===== src/rtl/posit_weight_serializer_if.sv =====
// ---------------------------------------------------------------------------
// posit_weight_serializer_if
// Input word handshake for posit_weight_serializer: a posit weight word and
// its paired FP16 activation, transferred on in_valid && in_ready.
//   in_valid  producer -> serializer   word/activation valid
//   in_ready  serializer -> producer   buffer can accept a word this cycle
//   in_word   producer -> serializer   posit weight, right-aligned
//   in_act    producer -> serializer   activation paired with in_word
// Modports: master = word producer, slave = serializer.
// ---------------------------------------------------------------------------
interface posit_weight_serializer_if #(
  parameter int ACT_WIDTH = 16,
  parameter int MAX_PREC  = 8
);
  logic                 in_valid;
  logic                 in_ready;
  logic [MAX_PREC-1:0]  in_word;
  logic [ACT_WIDTH-1:0] in_act;

  modport master (output in_valid, output in_word, output in_act, input in_ready);
  modport slave  (input in_valid, input in_word, input in_act, output in_ready);
endinterface


===== src/rtl/posit_weight_serializer.sv =====
// ---------------------------------------------------------------------------
// posit_weight_serializer
// Buffers posit weight words (with their FP16 activations) in a small FIFO,
// programs the downstream bit-serial multiplier's precision with a one-cycle
// set strobe, then streams each weight MSB-first on w/valid while act holds
// the paired activation for every bit of the word.
//
// Ports:
//   clk, rst          clock (rising edge), synchronous active-high reset
//   cfg_set           request to load cfg_precision
//   cfg_precision     requested posit width (legal: 2..MAX_PREC)
//   cfg_err           one-cycle pulse: configuration request rejected
//   in_bus            word handshake (posit_weight_serializer_if.slave)
//   act               activation for the word being streamed
//   w, valid          serial weight bit and its qualifier
//   set, precision    precision-load strobe and value to the multiplier
//   busy              shifting, or buffer non-empty
//   skip_zero         zero-weight skip pulse
//
// Optional feature: define SER_ZERO_SKIP_EN to replace the serialization of
// an all-zero word (posit zero) by a single skip_zero pulse. Without it,
// zero words are streamed like any other and skip_zero stays 0.
// ---------------------------------------------------------------------------
module posit_weight_serializer #(
  parameter int ACT_WIDTH  = 16,
  parameter int MAX_PREC   = 8,
  parameter int FIFO_DEPTH = 2
) (
  input  logic                    clk,
  input  logic                    rst,
  input  logic                    cfg_set,
  input  logic [3:0]              cfg_precision,
  output logic                    cfg_err,
  posit_weight_serializer_if.slave in_bus,
  output logic [ACT_WIDTH-1:0]    act,
  output logic                    w,
  output logic                    valid,
  output logic                    set,
  output logic [3:0]              precision,
  output logic                    busy,
  output logic                    skip_zero
);

  localparam int             AW         = $clog2(FIFO_DEPTH);
  localparam int             EW         = ACT_WIDTH + MAX_PREC;
  localparam logic [AW:0]    FULL_CNT   = (AW+1)'(FIFO_DEPTH);
  localparam logic [3:0]     MAX_PREC_C = 4'(MAX_PREC);

  typedef enum logic [1:0] {
    ST_IDLE   = 2'd0,
    ST_CONFIG = 2'd1,
    ST_SHIFT  = 2'd2
  } state_t;

  state_t                state_r, state_nxt_s;
  logic [3:0]            prec_r;
  logic [EW-1:0]         mem_r [FIFO_DEPTH];
  logic [AW-1:0]         wr_ptr_r, rd_ptr_r;
  logic [AW:0]           count_r, count_nxt_s;
  logic [MAX_PREC-1:0]   shift_r;
  logic [ACT_WIDTH-1:0]  act_sh_r;
  logic [3:0]            cnt_r;
  logic [ACT_WIDTH-1:0]  act_r;
  logic                  w_r, valid_r, set_r, cfg_err_r, skip_zero_r, busy_r;
  logic [3:0]            precision_r;

  logic                  in_ready_s, push_s, pop_s, emit_s, skip_s, last_s;
  logic                  cfg_accept_s, cfg_reject_s, cfg_legal_s, fifo_empty_s;
  logic [EW-1:0]         head_s;

  // Every in_ready term is a register except rst, which blocks pushes during reset.
  assign in_ready_s   = (count_r != FULL_CNT) && (prec_r != 4'd0) &&
                        (state_r != ST_CONFIG) && !rst;
  assign push_s       = in_bus.in_valid && in_ready_s;
  assign fifo_empty_s = (count_r == {(AW+1){1'b0}});
  assign cfg_legal_s  = (cfg_precision >= 4'd2) && (cfg_precision <= MAX_PREC_C);
  assign head_s       = mem_r[rd_ptr_r];

  assign in_bus.in_ready = in_ready_s;
  assign act             = act_r;
  assign w               = w_r;
  assign valid           = valid_r;
  assign set             = set_r;
  assign precision       = precision_r;
  assign cfg_err         = cfg_err_r;
  assign skip_zero       = skip_zero_r;
  assign busy            = busy_r;

  // FSM state register.
  always_ff @(posedge clk) begin
    if (rst) begin
      state_r <= ST_IDLE;
    end else begin
      state_r <= state_nxt_s;
    end
  end

  // Next-state and control decode. The last bit of a word pops the next
  // buffered word straight into the shifter so words stream without a bubble.
  always_comb begin
    state_nxt_s  = state_r;
    pop_s        = 1'b0;
    emit_s       = 1'b0;
    skip_s       = 1'b0;
    last_s       = 1'b0;
    cfg_accept_s = 1'b0;
    case (state_r)
      ST_IDLE: begin
        if (cfg_set && fifo_empty_s && cfg_legal_s) begin
          state_nxt_s  = ST_CONFIG;
          cfg_accept_s = 1'b1;
        end else if (!fifo_empty_s) begin
          state_nxt_s = ST_SHIFT;
          pop_s       = 1'b1;
        end else begin
          state_nxt_s = ST_IDLE;
        end
      end
      ST_CONFIG: begin
        state_nxt_s = ST_IDLE;
      end
      ST_SHIFT: begin
`ifdef SER_ZERO_SKIP_EN
        // Left-aligned shifter is all zero only if the masked word was zero.
        if ((cnt_r == 4'd0) && (shift_r == {MAX_PREC{1'b0}})) begin
          skip_s = 1'b1;
          last_s = 1'b1;
        end else begin
          emit_s = 1'b1;
          last_s = (cnt_r == (prec_r - 4'd1));
        end
`else
        emit_s = 1'b1;
        last_s = (cnt_r == (prec_r - 4'd1));
`endif
        if (last_s) begin
          if (!fifo_empty_s) begin
            pop_s       = 1'b1;
            state_nxt_s = ST_SHIFT;
          end else begin
            state_nxt_s = ST_IDLE;
          end
        end else begin
          state_nxt_s = ST_SHIFT;
        end
      end
      default: begin
        state_nxt_s = ST_IDLE;
      end
    endcase
    cfg_reject_s = cfg_set && !cfg_accept_s;
    count_nxt_s  = count_r + {{AW{1'b0}}, push_s} - {{AW{1'b0}}, pop_s};
  end

  // Input buffer: storage, pointers and occupancy.
  always_ff @(posedge clk) begin
    if (rst) begin
      for (int i = 0; i < FIFO_DEPTH; i++) begin
        mem_r[i] <= {EW{1'b0}};
      end
      wr_ptr_r <= {AW{1'b0}};
      rd_ptr_r <= {AW{1'b0}};
      count_r  <= {(AW+1){1'b0}};
    end else begin
      if (push_s) begin
        mem_r[wr_ptr_r] <= {in_bus.in_act, in_bus.in_word};
        wr_ptr_r        <= wr_ptr_r + AW'(1);
      end else begin
        wr_ptr_r <= wr_ptr_r;
      end
      if (pop_s) begin
        rd_ptr_r <= rd_ptr_r + AW'(1);
      end else begin
        rd_ptr_r <= rd_ptr_r;
      end
      count_r <= count_nxt_s;
    end
  end

  // Shifter, serial outputs, configuration outputs and busy flag.
  always_ff @(posedge clk) begin
    if (rst) begin
      prec_r      <= 4'd0;
      shift_r     <= {MAX_PREC{1'b0}};
      act_sh_r    <= {ACT_WIDTH{1'b0}};
      cnt_r       <= 4'd0;
      act_r       <= {ACT_WIDTH{1'b0}};
      w_r         <= 1'b0;
      valid_r     <= 1'b0;
      set_r       <= 1'b0;
      precision_r <= 4'd0;
      cfg_err_r   <= 1'b0;
      skip_zero_r <= 1'b0;
      busy_r      <= 1'b0;
    end else begin
      if (cfg_accept_s) begin
        prec_r <= cfg_precision;
      end else begin
        prec_r <= prec_r;
      end
      // Left-align the word so its sign bit sits at the shifter MSB; bits
      // above prec_r-1 fall off the top.
      if (pop_s) begin
        shift_r  <= head_s[MAX_PREC-1:0] << (MAX_PREC_C - prec_r);
        act_sh_r <= head_s[EW-1:MAX_PREC];
        cnt_r    <= 4'd0;
      end else if (emit_s) begin
        shift_r  <= shift_r << 1;
        act_sh_r <= act_sh_r;
        cnt_r    <= cnt_r + 4'd1;
      end else begin
        shift_r  <= shift_r;
        act_sh_r <= act_sh_r;
        cnt_r    <= cnt_r;
      end
      if (emit_s) begin
        w_r <= shift_r[MAX_PREC-1];
      end else begin
        w_r <= 1'b0;
      end
      // act only moves with a word's first bit, so the previous word's
      // last bit still sees its own activation.
      if (emit_s && (cnt_r == 4'd0)) begin
        act_r <= act_sh_r;
      end else begin
        act_r <= act_r;
      end
      valid_r     <= emit_s;
      skip_zero_r <= skip_s;
      set_r       <= cfg_accept_s;
      precision_r <= cfg_accept_s ? cfg_precision : 4'd0;
      cfg_err_r   <= cfg_reject_s;
      busy_r      <= (state_nxt_s != ST_IDLE) || (count_nxt_s != {(AW+1){1'b0}});
    end
  end

endmodule


===== src/flat_wrapper.sv =====
// flat-port wrapper written by rule: the top's interface ports become plain ports
module posit_weight_serializer_flat 
#(
  parameter int ACT_WIDTH  = 16,
  parameter int MAX_PREC   = 8,
  parameter int FIFO_DEPTH = 2
)
  (clk, rst, cfg_set, cfg_precision, cfg_err, act, w, valid, set, precision, busy, skip_zero, in_bus_in_valid, in_bus_in_word, in_bus_in_act, in_bus_in_ready);
  posit_weight_serializer_if #(.ACT_WIDTH(ACT_WIDTH), .MAX_PREC(MAX_PREC)) in_bus_i ();
  input  logic clk;
  input  logic rst;
  input  logic cfg_set;
  input  logic [3:0] cfg_precision;
  output logic cfg_err;
  output logic [ACT_WIDTH-1:0] act;
  output logic w;
  output logic valid;
  output logic set;
  output logic [3:0] precision;
  output logic busy;
  output logic skip_zero;
  input wire logic [$bits(in_bus_i.in_valid)-1:0] in_bus_in_valid;
  input wire logic [$bits(in_bus_i.in_word)-1:0] in_bus_in_word;
  input wire logic [$bits(in_bus_i.in_act)-1:0] in_bus_in_act;
  output wire logic [$bits(in_bus_i.in_ready)-1:0] in_bus_in_ready;
  assign in_bus_i.in_valid = in_bus_in_valid;
  assign in_bus_i.in_word = in_bus_in_word;
  assign in_bus_i.in_act = in_bus_in_act;
  assign in_bus_in_ready = in_bus_i.in_ready;
  posit_weight_serializer #(.ACT_WIDTH(ACT_WIDTH), .MAX_PREC(MAX_PREC), .FIFO_DEPTH(FIFO_DEPTH)) u_core (.clk(clk), .rst(rst), .cfg_set(cfg_set), .cfg_precision(cfg_precision), .cfg_err(cfg_err), .in_bus(in_bus_i), .act(act), .w(w), .valid(valid), .set(set), .precision(precision), .busy(busy), .skip_zero(skip_zero));
endmodule

===== config.mk =====
export PLATFORM = sky130hd
export DESIGN_NAME = posit_weight_serializer_flat
export DESIGN_NICKNAME = d
export VERILOG_FILES = /design/src/rtl/posit_weight_serializer_if.sv /design/src/rtl/posit_weight_serializer.sv /design/src/flat_wrapper.sv
export SDC_FILE = /design/constraint.sdc
export NUM_CORES = 1
export LEC_CHECK = 0
export ABC_CLOCK_PERIOD_IN_PS = 8200
export CAP_MARGIN = 25
export CELL_PAD_IN_SITES_DETAIL_PLACEMENT = 1
export CELL_PAD_IN_SITES_GLOBAL_PLACEMENT = 2
export CORE_ASPECT_RATIO = 0.75
export CORE_MARGIN = 4
export CORE_UTILIZATION = 25
export CTS_BUF_LIST = sky130_fd_sc_hd__clkbuf_8
export CTS_CLUSTER_SIZE = 20
export DETAILED_ROUTE_END_ITERATION = 10
export DONT_BUFFER_PORTS = 1
export PLACE_DENSITY_LB_ADDON = 0.1
export REMOVE_ABC_BUFFERS = 1
export SYNTH_ARGS = -nofsm -noshare
export SYNTH_HDL_FRONTEND = slang
export SYNTH_SLANG_ARGS = --single-unit

===== constraint.sdc =====
create_clock -name clk -period 8.2 [get_ports clk]
set_input_delay 2.46 -clock clk [delete_from_list [all_inputs] [get_ports clk]]
set_output_delay 2.46 -clock clk [all_outputs]
set_load 0.03 [all_outputs]

==> flow_summary_export.csv, run 1 <==
group,metric,value,unit
setup_path,path_buf_inv,0,
logic_synthesis,ys_seq_area_frac,0.5441,
logic_synthesis,ys_types,52,
timing,hold_viol_final,0,
placement,dp.cells,661,
logic_synthesis,synth_top_cells_by_area,"edfxtp_1, dfxtp_1, and2_1",
power,internal_power,1.017,mW
power,combPwrFrac,0.295,
cts,cts_max_level,3,
die,die_area,22370,sq um
setup_path,critPathTopFamily,"compound AO/OA/AOI/OAI gates",
timing,drv_slew,0,
logic_synthesis,synth_warnings,0,
power,p_total,1.607,mW
power,total_leakage_power,1.845,nW
grt,grt_pass1_vias,3165,
placement,dp.final_hpwl,7.972,mm
grt,antenna_found_initial,1,
detailed_routing,first_pass_iters,4,
power,clkPwrFrac,0.219,
grt,grt_pass1_wl,18.77,mm
layout,final_nets,456,
grt,grt_usage,0.1116,
logic_synthesis,syn_inst,434,
logic_synthesis,ys_ff_latch,112,
placement,port_buffers,0,
grt,grt_max_degree,60,
timing,period_needed,5571,ps
layout,fin_cells,677,
cts,max-clock-path-buffers,2,
setup_path,crit_fanout,59,
timing,fin_setup_tns,0,ps
placement,pre_cts_slack,2630,ps
setup_path,startpoint_type,"input pin",
die,start_util,0.2567,
power,vdd_ir_drop_max,0.09197,mV
setup_path,endpoint_kind,"output pin",
detailed_routing,vias,3050,
cts,clk_latency,390,ps
run,drv_cap,0,
cts,post_cts_buffers,0,
layout,num_antenna_cells,0,
power,seq_power_share,0.487,
timing,setup_violations,0,
layout,areaGrowthSynthToFinish,7.652,%
detailed_routing,wirelength,11.96,mm
die,ioPinCount,59,
layout,seq_area,2724,sq um
logic_synthesis,synth_top_area_frac,0.2881,
logic_synthesis,mappedNetlistArea,5004,sq um
placement,gp_congestion,0.6919,
min_path,worstHoldPathType,"flip-flop to flip-flop",
setup_path,crit_path_cell_trace,"a2111oi_4",
cts,cts_tree,"built",
grt,overflow,0,
detailed_routing,drcViolationCount,0,
timing,relSlewSlack,0.3369,
cts,ctsResizeCount,0,
logic_synthesis,avgSynthCellArea,11.53,sq um
timing,setup_ws,2629,ps
layout,drive_gt1_frac,0.1392,
logic_synthesis,synth_edf_count,48,
logic_synthesis,yosys_most_used_dff,"dfxtp_1",
cts,numCtsBuffers,9,
cts,hold_buffers,0,
detailed_routing,viasPerCell,4.505,
power,p_per_area,298.4,nW/um^2
timing,worstMarginPinSlew,993.6,ps
layout,nFillCells,2177,
setup_path,critPathMaxStageDelay,630,ps
detailed_routing,antenna_left,0,
logic_synthesis,async_reset_ff_frac,0,
cts,root_buffer,"clkbuf_8",
die,rows,44,
die,die_w,171.4,microns
status,status,"finished, final reports clean",
setup_path,critPathSlowestCell,"a2111oi_4",
timing,min_period_over_period,0.6794,
timing,finClkSkew,13.16,ps
setup_path,criticalPathCategory,"input pin to output pin",
die,die_h,130.5,microns
die,fp.coreArea,19490,sq um
power,p_sw,0.5901,mW
layout,multi_input_area,2082,sq um
power,sw_frac_of_total,0.3671,
logic_synthesis,synth_area_leader_cell,"edfxtp_1",
timing,rsz0062_at_grt,"false",
setup_path,cp_data_required_time,5740,ps
cts,clk_pin_slew,120,ps
detailed_routing,wl_per_cell,17.67,microns
setup_path,cp.arrival,3110,ps
cts,cts_sinks,112,
detailed_routing,drt_iter0_markers,127,
timing,fmax,179.5,MHz
-- registers in the layout, indices dropped and copies added (netlist names), 2 cells and up, named ones only --
| name | cells |
|---|---|
| u_core.act | 16 |
| u_core.act_sh_r | 16 |
| u_core.cnt_r | 4 |
| u_core.count_r | 2 |
| u_core.mem_r | 48 |
| u_core.prec_r | 4 |
| u_core.precision | 4 |
| u_core.shift_r | 8 |
| u_core.state_r | 2 |
-- final timing paths --
check / slack [ps] / depth (start not counted) / start / to
worst max-delay path: 2630 / 1 / rst / in_bus_in_ready
worst max register to register: 4500 / 7 / u_core.prec_r[1] / u_core.mem_r[0][1]
worst min register to register: 450 / 2 / u_core.act_sh_r[11] / u_core.act[11]
worst min-delay path: 450 / 2 / u_core.act_sh_r[11] / u_core.act[11]
-- cell usage after synthesis (5+ instances only) --
library cell  count
a211oi_2         18
a21oi_1          20
and2_1           53
buf_2             6
clkbuf_1         14
dfxtp_1          64
edfxtp_1         48
ha_1              5
inv_1            10
mux2_2            6
mux2i_1          24
mux4_2            7
nand2_1          42
nor2_1           30
nor2b_1           7
nor3_1            6
xnor2_1           8
xor2_1            5
-- cells in the final DEF (no fill, tap or decap), types with 4 or more instances in the layout --
cell	synthesis	layout
o21ai_0	4	4
mux2i_1	24	24
clkbuf_8	0	9
dfxtp_1	64	63
a211oi_2	18	18
ha_1	5	5
nand3_1	4	4
nand2_1	42	42
edfxtp_1	48	48
and2_1	53	53
a21oi_1	20	20
xnor2_1	8	8
mux4_2	7	7
mux2_2	6	6
nor2b_1	7	7
inv_1	10	11
nor3_1	6	6
a2bb2oi_1	4	4
nor2_1	30	30
xor2_1	5	5
-- per-layer routing --
layer,vias to the layer above,routed length (microns),GRT usage
met2,39,5071,0.1611
met5,-,15,0
met3,14,634,0.04030
met1,1505,6083,0.1567
li1,1490,-,-
met4,2,155,0.03354
-- power by group through the flow --
stage               combinational, mW  clock (mW)  sequential, mW
finish                          0.474       0.351           0.782
floorplan                       0.369           0           0.774
CTS                             0.487       0.372           0.786
detailed placement              0.484           0           0.799
global route                    0.534       0.391           0.797
global placement                0.476           0           0.798
-- logic make-up (layout without fill, tap and decap cells) --
kind of cell,Yosys count,after routing,synth area share
mux,38,38,0.09827
simple gates,161,161,0.1670
flops,112,112,0.5441
xor+xnor,13,13,0.02276
fa+ha+maj,5,5,0.01250
buf+inv,39,29,0.03976
compound gates,65,65,0.1148
other cells,1,1,0.0007495
-- stage by stage --
stage                     utilization  cell area [sq um]  hold WS [ps]
after floorplan                     -               4842         426.0
after CTS                      0.2764               5386         450.5
final                          0.2764               5386         446.0
after global placement         0.2659               5182         432.2
after detailed placement       0.2659               5182         443.7
after global routing           0.2764               5386         458.4
-- cell type report --
type,count,area share
multi-input combinational,283,0.3865
sequential,112,0.5057
clock buffer,9,0.02300
tap,253,0.05877
inverter,10,0.006969
timing repair buffer,3,0.004181
clock inverter,7,0.01487
Power figures use the tool's default switching activity.
==> run 2, diff against run 1 <==
--- a/config.mk
+++ b/config.mk
@@ -5,7 +5,7 @@
 export SDC_FILE = /design/constraint.sdc
 export NUM_CORES = 1
 export LEC_CHECK = 0
-export ABC_CLOCK_PERIOD_IN_PS = 8200
+export ABC_CLOCK_PERIOD_IN_PS = 5200
 export CAP_MARGIN = 25
 export CELL_PAD_IN_SITES_DETAIL_PLACEMENT = 1
 export CELL_PAD_IN_SITES_GLOBAL_PLACEMENT = 2
==> constraint.sdc (replaced) <==
create_clock -name clk -period 5.2 [get_ports clk]
set_input_delay 1.56 -clock clk [delete_from_list [all_inputs] [get_ports clk]]
set_output_delay 1.56 -clock clk [all_outputs]
set_load 0.03 [all_outputs]
==> run 2 against run 1 <==
Compared with the run above: clock skew shrank 3.5 ps; combinational power grew 66%; largest cell class unchanged; power grew 55%; largest power group unchanged; sequential power grew 53%.
==> flow_summary_export.csv, run 2 (synthesis results as in run 1) <==
group,metric,value,unit
setup_path,path_buf_inv,0,
die,start_util,0.2567,
layout,final_nets,459,
setup_path,cp_data_required_time,3640,ps
detailed_routing,drcViolationCount,0,
timing,drv_slew,0,
layout,largest_reg_flops,48,
setup_path,startpoint_type,"input pin",
placement,dp.final_hpwl,8.086,mm
die,die_w,171.4,microns
timing,min_period_over_period,0.7239,
layout,num_antenna_cells,0,
cts,cts_max_level,3,
power,total_leakage_power,1.851,nW
setup_path,critPathTopFamily,"compound AO/OA/AOI/OAI gates",
placement,dp.cells,664,
cts,clk_pin_slew,120,ps
layout,top_register,"u_core.mem_r",
min_path,worstHoldPathType,"flip-flop to flip-flop",
cts,cts_sinks,112,
grt,overflow,0,
grt,grt_pass1_wl,19.00,mm
timing,rsz0062_at_grt,"false",
layout,final_area,5384,sq um
timing,hold_viol_final,0,
grt,grt_pass1_vias,3171,
layout,final_common_cell,"dfxtp_1",
cts,ctsResizeCount,0,
detailed_routing,first_pass_iters,4,
timing,setup_violations,0,
die,rows,44,
setup_path,endpoint_kind,"output pin",
cts,cts_tree,"built",
die,die_area,22370,sq um
power,vdd_ir_drop_max,0.2169,mV
layout,final_cell_mix,"dfxtp_1, and2_1, edfxtp_1, nand2_1, nor2_1",
grt,antenna_found_initial,1,
timing,worstMarginPinSlew,870.5,ps
die,die_h,130.5,microns
grt,use_met2,0.1599,
cts,root_buffer,"clkbuf_8",
layout,fin_cells,680,
layout,areaGrowthSynthToFinish,7.602,%
grt,grt_usage,0.1119,
layout,post-route-util,0.2763,
detailed_routing,antenna_left,0,
timing,fmax,265.7,MHz
grt,busiest_layer,"met2",
detailed_routing,viasPerCell,4.509,
cts,max-clock-path-buffers,2,
layout,multi_input_area,2082,sq um
cts,numCtsBuffers,9,
cts,clk_latency,390,ps
placement,dpl-instance-area,5205,sq um
detailed_routing,wl_per_cell,17.64,microns
layout,nFillCells,2173,
detailed_routing,drt_iter0_markers,152,
die,ioPinCount,59,
timing,period_needed,3764,ps
layout,drive_gt1_frac,0.1452,
placement,port_buffers,0,
setup_path,cp.arrival,2200,ps
timing,fin_setup_tns,0,ps
die,fp.coreArea,19490,sq um
timing,relSlewSlack,0.4180,
power,p_per_area,462.3,nW/um^2
cts,hold_buffers,0,
detailed_routing,wirelength,12.00,mm
setup_path,critPathMaxStageDelay,620,ps
setup_path,criticalPathCategory,"input pin to output pin",
placement,gp_congestion,0.6872,
detailed_routing,vias,3066,
setup_path,crit_fanout,59,
setup_path,critPathSlowestCell,"a2111oi_4",
grt,grt_use_met1,0.1594,
grt,grt_max_degree,60,
status,status,"finished, final reports clean",
timing,finClkSkew,9.667,ps
cts,post_cts_buffers,0,
run,drv_cap,0,
layout,seq_area,2724,sq um
grt,grtUsageMet3,0.03940,
setup_path,crit_path_cell_trace,"a2111oi_4",
==> run 2: changes by cell type in the layout (fill, tap and decap cells not counted) <==
| cell | before | now |
|---|---|---|
| inv_6 | 1 | 2 |
| bufinv_16 | 1 | 0 |
| clkinv_2 | 0 | 1 |
| clkinv_4 | 3 | 2 |
| buf_4 | 3 | 6 |
==> run 2: power by group <==
part	switching [mW]	internal, mW	total [mW]	leakage (nW)
combinational	0.473	0.316	0.789	0.735
clock	0.325	0.181	0.506	0.0973
sequential	0.133	1.06	1.20	1.02
==> run 2: cell type report <==
class / count / share of cell area
well taps: 253 / 0.05880
clock inverters: 7 / 0.01023
flip-flops and latches: 112 / 0.5059
clock buffers: 9 / 0.02301
inverters: 10 / 0.006972
repair buffers: 6 / 0.008366
multi-input cells: 283 / 0.3867
==> run 2: routing by layer <==
metal,vias to the layer above,wire [microns]
met4,2,156
li1,1492,-
met3,10,619
met2,40,4969
met5,-,20
met1,1522,6231
==> run 2: per-stage QoR <==
step	power, mW	setup WS (ps)	hold slack [ps]
floorplan	1.804	844.2	426.0
global route	2.668	1287	475.1
detailed placement	2.025	1179	441.6
finish	2.489	1436	441.9
global placement	2.013	1249	435.1
CTS	2.548	1428	442.2
==> run 2: final timing paths <==
kind              cells past startpoint            endpoint               start  slack, ps
setup / recovery                      1     in_bus_in_ready                 rst       1440
hold / removal                        2       u_core.act[6]  u_core.act_sh_r[6]        440
setup reg to reg                      9  u_core.mem_r[0][5]    u_core.prec_r[0]       1750
hold reg to reg                       2       u_core.act[6]  u_core.act_sh_r[6]        440
